===== config.mk =====
export PLATFORM = sky130hd
export DESIGN_NAME = grf_sb_flat
export DESIGN_NICKNAME = d
export VERILOG_FILES = /design/src/rtl/grf_pkg.sv /design/src/rtl/grf_sb_if.sv /design/src/rtl/grf_scoreboard.sv /design/src/rtl/grf_sb.sv /design/src/flat_wrapper.sv
export SDC_FILE = /design/constraint.sdc
export NUM_CORES = 2
export LEC_CHECK = 0
export ABC_CLOCK_PERIOD_IN_PS = 102900
export CAP_MARGIN = 25
export CORE_ASPECT_RATIO = 0.6
export CORE_UTILIZATION = 45
export DETAILED_ROUTE_END_ITERATION = 8
export GPL_TIMING_DRIVEN = 0
export PLACE_DENSITY = 0.63
export SLEW_MARGIN = 0
export SYNTH_ARGS = -nofsm -noshare
export SYNTH_HDL_FRONTEND = slang
export SYNTH_SLANG_ARGS = --single-unit

===== constraint.sdc =====
create_clock -name clk -period 102.9 [get_ports clk]
set_input_delay 25.725 -clock clk [delete_from_list [all_inputs] [get_ports clk]]
set_output_delay 25.725 -clock clk [all_outputs]
set_load 0.005 [all_outputs]

===== src/rtl/grf_pkg.sv =====
// Shared constants and helpers for the general register file with scoreboard.
package grf_pkg;

  localparam int GRF_DW    = 32;
  localparam int GRF_NREG  = 32;
  localparam int GRF_NREAD = 2;

  function automatic int aw_of(input int nreg);
    return $clog2(nreg);
  endfunction

endpackage


===== src/rtl/grf_sb_if.sv =====
// Register-file bus: read ports, writeback, issue and the sticky error flag.
// Issue and writeback are valid-only: the file accepts them on every edge,
// so there is no ready; a request is taken at the rising edge where valid is high.
interface grf_sb_if
  import grf_pkg::*;
#(
  parameter int DW    = GRF_DW,
  parameter int NREG  = GRF_NREG,
  parameter int NREAD = GRF_NREAD,
  parameter int AW    = aw_of(NREG)
) ();

  logic [NREAD*AW-1:0] ra;
  logic [NREAD*DW-1:0] rd;
  logic [NREAD-1:0]    rd_busy;
  logic                we;
  logic [AW-1:0]       wa;
  logic [DW-1:0]       wd;
  logic                iss_valid;
  logic [AW-1:0]       iss_addr;
  logic                err;

  modport master (
    output ra, we, wa, wd, iss_valid, iss_addr,
    input  rd, rd_busy, err
  );

  modport slave (
    input  ra, we, wa, wd, iss_valid, iss_addr,
    output rd, rd_busy, err
  );

endinterface


===== src/rtl/grf_scoreboard.sv =====
// Pending-write scoreboard: issue sets, writeback clears, issue wins on a tie.
// err latches a writeback to a register nobody was producing.
module grf_scoreboard
  import grf_pkg::*;
#(
  parameter int NREG = GRF_NREG,
  parameter int AW   = aw_of(NREG)
) (
  input  logic            clk,
  input  logic            reset,
  input  logic            iss_valid,
  input  logic [AW-1:0]   iss_addr,
  input  logic            we,
  input  logic [AW-1:0]   wa,
  output logic [NREG-1:0] pend,
  output logic            err
);

  logic [NREG-1:0] pend_nxt;
  logic            err_set;
  logic            wb_act;
  logic            iss_act;

  assign wb_act  = we && (wa != '0);
  assign iss_act = iss_valid && (iss_addr != '0);

  // Clear first, then set, so a same-cycle issue to the written register keeps it pending.
  always_comb begin
    pend_nxt = pend;
    if (wb_act)  pend_nxt[wa]       = 1'b0;
    if (iss_act) pend_nxt[iss_addr] = 1'b1;
  end

  assign err_set = wb_act && !pend[wa] && !(iss_act && (iss_addr == wa));

  always_ff @(posedge clk or posedge reset) begin
    if (reset) begin
      pend <= '0;
      err  <= 1'b0;
    end else begin
      pend <= pend_nxt;
      if (err_set) err <= 1'b1;
    end
  end

endmodule


===== src/rtl/grf_sb.sv =====
// General register file with combinational read ports and a pending-write scoreboard.
// Define GRF_BYPASS_EN to forward same-cycle writeback data onto matching read ports.
module grf_sb
  import grf_pkg::*;
#(
  parameter int DW    = GRF_DW,
  parameter int NREG  = GRF_NREG,
  parameter int NREAD = GRF_NREAD,
  parameter int AW    = aw_of(NREG)
) (
  input logic   clk,
  input logic   reset,
  grf_sb_if.slave bus
);

  logic [DW-1:0]       regs [NREG];
  logic [NREG-1:0]     pend;
  logic [NREAD*DW-1:0] rd_v;
  logic [NREAD-1:0]    busy_v;

  grf_scoreboard #(.NREG(NREG), .AW(AW)) u_sb (
    .clk       (clk),
    .reset     (reset),
    .iss_valid (bus.iss_valid),
    .iss_addr  (bus.iss_addr),
    .we        (bus.we),
    .wa        (bus.wa),
    .pend      (pend),
    .err       (bus.err)
  );

  always_ff @(posedge clk or posedge reset) begin
    if (reset) begin
      for (int i = 0; i < NREG; i++) regs[i] <= '0;
    end else if (bus.we && (bus.wa != '0)) begin
      regs[bus.wa] <= bus.wd;
    end
  end

  for (genvar k = 0; k < NREAD; k++) begin : g_rd
    logic [AW-1:0] a;
    logic          hit;
    logic          zero;

    assign a = bus.ra[k*AW +: AW];
`ifdef GRF_BYPASS_EN
    assign hit = bus.we && (bus.wa != '0) && (bus.wa == a);
`else
    assign hit = 1'b0;
`endif
    // Reset forces zero even if a write is presented, so bypass cannot leak through.
    assign zero = reset || (a == '0);

    assign rd_v[k*DW +: DW] = zero ? '0 : (hit ? bus.wd : regs[a]);
    assign busy_v[k]        = (zero || hit) ? 1'b0 : pend[a];
  end

  assign bus.rd      = rd_v;
  assign bus.rd_busy = busy_v;

endmodule


===== src/flat_wrapper.sv =====
// flat-port wrapper written by rule: the top's interface ports become plain ports
module grf_sb_flat import grf_pkg::*;
#(
  parameter int DW    = GRF_DW,
  parameter int NREG  = GRF_NREG,
  parameter int NREAD = GRF_NREAD,
  parameter int AW    = aw_of(NREG)
)
  (clk, reset, bus_ra, bus_we, bus_wa, bus_wd, bus_iss_valid, bus_iss_addr, bus_rd, bus_rd_busy, bus_err);
  grf_sb_if #(.DW(DW), .NREG(NREG), .NREAD(NREAD), .AW(AW)) bus_i ();
  input logic clk;
  input logic reset;
  input wire logic [$bits(bus_i.ra)-1:0] bus_ra;
  input wire logic [$bits(bus_i.we)-1:0] bus_we;
  input wire logic [$bits(bus_i.wa)-1:0] bus_wa;
  input wire logic [$bits(bus_i.wd)-1:0] bus_wd;
  input wire logic [$bits(bus_i.iss_valid)-1:0] bus_iss_valid;
  input wire logic [$bits(bus_i.iss_addr)-1:0] bus_iss_addr;
  output wire logic [$bits(bus_i.rd)-1:0] bus_rd;
  output wire logic [$bits(bus_i.rd_busy)-1:0] bus_rd_busy;
  output wire logic [$bits(bus_i.err)-1:0] bus_err;
  assign bus_i.ra = bus_ra;
  assign bus_i.we = bus_we;
  assign bus_i.wa = bus_wa;
  assign bus_i.wd = bus_wd;
  assign bus_i.iss_valid = bus_iss_valid;
  assign bus_i.iss_addr = bus_iss_addr;
  assign bus_rd = bus_i.rd;
  assign bus_rd_busy = bus_i.rd_busy;
  assign bus_err = bus_i.err;
  grf_sb #(.DW(DW), .NREG(NREG), .NREAD(NREAD), .AW(AW)) u_core (.clk(clk), .reset(reset), .bus(bus_i));
endmodule

[Word-level counts from Yosys, hierarchy flattened]
Cells that the tools add are included.
Widths: inputs -> output; s select.
Operators by class
  $lt $le $gt $ge: 10
  shift-type cells: 0
  multiply operators: 0
  eq/ne operators: 1
  add/subtract/negate cells: 0
  bitwise operators: 6
  reduce and logical (&&, ||, !) cells: 16
  div/mod/pow operators: 0
  mux-type cells: 25
Operator list (count)
  $bwmux 1024: 1
  $bmux 32 s5: 2
  $mux 32: 9
  $demux 32 s5: 1
  $and 32x32->32: 1
  $not 32->32: 1
  $or 32x32->32: 1
  $lt 5x6->1 const B: 4
  $ge 6x6->1 const B: 3
  $not 5->6: 3
  $bmux 1 s5: 3
  $demux 1 s5: 2
  $ge 5x1->1 const B: 2
  $logic_not 5->1: 2
  $reduce_bool 5->1: 2
  $logic_and 1x1->1: 8
  $mux 1: 7
  $lt 6x1->1 const B: 1
  $eq 5x5->1: 1
  $logic_not 1->1: 2
  $logic_or 1x1->1: 2
Word-level totals
  word-level logic and storage cells: 92
  memories: 0
  latch bits: 0
  RAM bits: 0
  flip-flop bits (word level): 1057
  input port bits: 56
  memory bits (read-only): 0
  output and inout bits: 67

[Depth between registers and ports, before layout]
  word-level depth: 9
  gate-level depth with buffers: 8
  gate-level depth less buffers: 4

[Modules after synthesis]
Synthesis repeated with hierarchy kept, for this count alone.
Second synthesis, totals
  cells, all modules: 3707
  area total of the unflattened synthesis: 56389.1 um^2
Modules (own cells, without submodules)
  grf_sb: area an instance 54598.6 um^2, times used 1, seq. area each 25624.6 um^2, cells each 3518
  grf_scoreboard: area an instance 1790.5 um^2, times used 1, seq. area each 825.8 um^2, cells each 189

[Least setup slack after synthesis]
Ideal clock, no wire load.
  kind: input-to-output
  start: in reset
  end: out bus_rd[32]
  path buffers: 0
  required time: 77175 ps
  stages on the path: 3
  slack: 24952 ps
  arrival: 52223 ps
  cell sequence: inv_1 > nand3_1 > o221ai_1
Between the ends
  longest elaborated chain between the ends: 2
RTL lines
  start, declared: RTL line flat_wrapper.sv:12  | input logic reset;
  $logic_or 1x1->1: RTL line grf_sb.sv:52  | assign zero = reset || (a == '0);
  $mux 32: RTL line grf_sb.sv:54  | assign rd_v[k*DW +: DW] = zero ? '0 : (hit ? bus.wd : regs[a]);
  end, declared: RTL line flat_wrapper.sv:19  | output wire logic [$bits(bus_i.rd)-1:0] bus_rd;
No other way between the ends.

[Worst setup path after layout]
  start: in reset
  end: out bus_rd[13]
Same word-level chain as after synthesis.

==> parameters.txt <==
Parameter                              Value

Place
  Placer congestion estimate    0.976
  Port Buffer Count    114
  Number of cells in the design after placement    5,549
  Half-perimeter wire length after placement    159,000 um

Final layout
  Share of post-route cells with drive strength above 1    47.6%
  Final net count    4,035
  Area added between synthesis and finish    14.5%
  Layout fillers    10,491
  Final Instance Count excl. Fillers    5,755

Timing
  Maximum operating frequency    17.8 MHz
  Minimum clock period    56.26 ns
  Clock skew    0.0149 ns
  Count of final max-slew check failures    0
  Min Hold Slack    0.485 ns
  Slew at the pin with the worst max-slew slack    1.26 ns
  Final count of hold timing violations    0
  Setup TNS    0 ns
  Max transition margin    15.7%
  Final setup violating endpoints    0
  Setup repair after global routing missed its margin    false
  Share of the cycle needed by the critical path after routing    54.7%

Synth
  FF+latch count, synth    1,057
  Post-synthesis instance area    56,400 um^2
  Proportion of synthesized chip area in sequential cells    46.9%
  Biggest area contributors in the synthesized netlist    sky130_fd_sc_hd__dfrtp_1 (47%), sky130_fd_sc_hd__mux2_2 (20%), sky130_fd_sc_hd__mux4_2 (19%), sky130_fd_sc_hd__mux2i_1 (4.6%), sky130_fd_sc_hd__clkbuf_1 (1.6%)
  Number of distinct library cells after synthesis    52
  Most frequent cells after synthesis    sky130_fd_sc_hd__dfrtp_1 (1,057), sky130_fd_sc_hd__mux2_2 (1,015), sky130_fd_sc_hd__mux4_2 (478), sky130_fd_sc_hd__mux2i_1 (260), sky130_fd_sc_hd__clkbuf_1 (237)
  Count of mapped cells out of synthesis    3,683
  Count of flip-flops with a built-in enable after synthesis    0
  Most used standard cell by instance count after synthesis    sky130_fd_sc_hd__dfrtp_1
  Syn Nets    3,739
  Ys flop type    sky130_fd_sc_hd__dfrtp_1
  Post-synthesis area per instance    15.3 um^2
  Ys Warns    0
  Proportion of register bits with asynchronous set or reset after synthesis    100%
  Library cell with the largest summed area after synthesis    sky130_fd_sc_hd__dfrtp_1
  Area share of the largest cell type after synthesis    46.9%

Drt
  Total vias in the final route    39,949
  Count of antenna-violating nets left after detailed routing    0
  Average routed wire per standard cell    39.0 um
  Count of routing violations after the opening detailed-route iteration    6,019
  DRC viols    0
  Number of vias per cell after detailed routing    6.94
  1st-pass router iterations    8
  Total Routed Length    225,000 um

Die
  Die area    127,000 um^2
  Num rows    100
  Number of I/O pins    123
  Chip Height    276 um
  Placeable core region    124,000 um^2
  Initial Util    45.4%
  Die outline width    459 um

GRT
  Aggregate global-route resource usage    35.6%
  Total global routing overflow    0
  Via count of the first global-routing pass    38,540
  Pin count of the biggest net entering global routing    128
  Number of antenna violations at the first check in global routing    5
  Wire length of the first global-routing pass    312,000 um

Worst setup path
  Crit path max-delay cell type    sky130_fd_sc_hd__nand2_1
  Cell depth of the worst flop-to-flop path    4
  Cell-by-cell trace of the critical path    clkdlybuf4s50_1, inv_8, buf_16, buf_16, nand2_1, clkbuf_1, buf_8, a211oi_1, clkdlybuf4s50_1
  Crit end category    output pin
  CP endpoint    bus_rd[13]
  Beginning of the worst register-to-register path    u_core.u_sb.pend[5]
  Worst setup path startpoint    reset
  Worst setup slack for register-to-register paths    101.01 ns
  Worst r2r dst    u_core.u_sb.err
  Required @ worst endpoint    77.17 ns
  Type of origin of the critical path    input port
  Longest individual stage delay on the worst path    0.70 ns
  Worst Path Class, Setup    in2out
  Data arrival at the endpoint of the critical path    30.53 ns
  Worst-path maximum fanout    120

Pwr
  Clock network fraction of design power    33.1%
  Sequential share of power    44.7%
  Total chip power    1.24 mW
  Switch Pwr    0.362 mW
  Internal power component    0.878 mW
  Combinational fraction of design power    22.1%
  Power Density    19.2 nW/um^2
  Worst IR drop on VDD    0.0000140 V
  Net Sw Frac    29.2%
  Leakage    27.7 nW

Clocking
  CTS Root Buffer Type    sky130_fd_sc_hd__clkbuf_16
  TritonCTS clock tree    built
  Maximum buffer depth of the clock tree    3
  Post-cts repair resize count    0
  Number of hold buffers added after CTS    0
  Number of buffers added by the clock tree synthesis step    104
  Clock tree sinks    1,057
  Number of levels the H-tree was split into    3
  Clock transition time at the flip-flop clock pins of the worst setup and hold paths    0.06 ns
  Number of setup buffers added after CTS    0
  Worst skew pair latency    0.75 ns

Outcome
  Outcome    finished clean

Hold path
  Path class of the lowest-slack min-delay path    reg2reg

Flow run
  Number of max-cap violations    0
==> layout make-up <==
type	count	area, um^2	share of cell area, %
antenna	7	17.5	0.0271
timing repair buffer	190	2480	3.85
buffer	432	1910	2.96
multi-input combinational	2185	28000	43.3
inverter	9	41.3	0.0640
tap	1683	2110	3.26
clock buffer	148	3020	4.68
clock inverter	44	539	0.836
sequential	1057	26500	41.0
==> registers in the layout (all words and copies together) (netlist names) <==
signal and flops:
u_core.regs 1024, u_core.u_sb.pend 32, u_core.u_sb.err 1
==> kinds of logic (layout without fill, tap and decap cells) <==
| kind of cell | after synthesis | in the layout | synth area share [%] |
|---|---|---|---|
| flip-flops | 1057 | 1057 | 46.9 |
| other | 0 | 7 | 0 |
| AND/OR/NAND/NOR | 128 | 128 | 1.27 |
| multiplexers | 1764 | 1764 | 44.2 |
| buffers and inverters | 441 | 823 | 3.44 |
| AO/OA/AOI/OAI | 289 | 289 | 4.07 |
| XOR/XNOR | 4 | 4 | 0.0622 |
==> placed cells by master, fill, tap and decap left out, drive strengths merged, types with 4 or more instances in the layout <==
cell type / count
clkinvlp: 5
a31oi: 5
diode: 7
o211ai: 23
nand2b: 27
mux4: 478
clkbuf: 385
nand2: 24
o22a: 33
bufinv: 10
a211oi: 28
a22o: 11
nor3: 12
buf: 271
a221oi: 33
o221ai: 94
nor2: 21
dfrtp: 1057
clkdlybuf4s50: 114
nor2b: 6
o21ai: 19
nand3: 7
clkinv: 25
mux2i: 260
a32o: 6
mux2: 1026
o2bb2ai: 4
inv: 13
or2: 7
a21oi: 25
==> worst max-delay path, delay by kind of cell <==
| kind | cells | cell delay [ns] |
|---|---|---|
| AOI/OAI and AO/OA | 1 | 0.68 |
| buffers and inverters | 7 | 3.24 |
| and+or+nand+nor | 1 | 0.70 |
==> worst min path at each step <==
stage / depth (start not counted) / to / slack [ns] / startpoint
6_report: 1 / u_core.regs[995] / 0.49 / u_core.regs[995]
3_5_place_dp: 1 / u_core.regs[1002] / 0.47 / u_core.regs[1002]
5_1_grt: 1 / u_core.regs[999] / 0.49 / u_core.regs[999]
3_3_place_gp: 1 / u_core.regs[999] / 0.46 / u_core.regs[999]
2_1_floorplan: 1 / u_core.regs[1002] / 0.44 / u_core.regs[1002]
4_1_cts: 1 / u_core.regs[998] / 0.48 / u_core.regs[998]
==> per-stage QoR <==
stage	setup slack (ns)	instance area [um^2]	util (%)
3_3_place_gp	1.61	59600	48.0
5_1_grt	46.46	64500	52.0
3_5_place_dp	46.61	60900	49.0
4_1_cts	46.62	64400	51.9
2_1_floorplan	24.95	56400	-
6_report	46.64	64500	52.0
==> metal layers <==
layer	wire length (um)	GRT usage, %	vias to the layer above
li1	-	-	14968
met1	94400	52.2	21684
met2	86500	45.4	2771
met3	34500	17.4	514
met4	8690	11.1	12
met5	470	1.95	-
==> power by group through the flow <==
stage	Clock [mW]	Combinational [mW]	Sequential, mW
after global placement	0	0.258	0.556
after CTS	0.412	0.269	0.551
after global routing	0.428	0.287	0.564
after detailed placement	0	0.268	0.557
final	0.411	0.275	0.555
after floorplan	0	0.192	0.540
No activity file was read; power rests on OpenSTA's default activity.
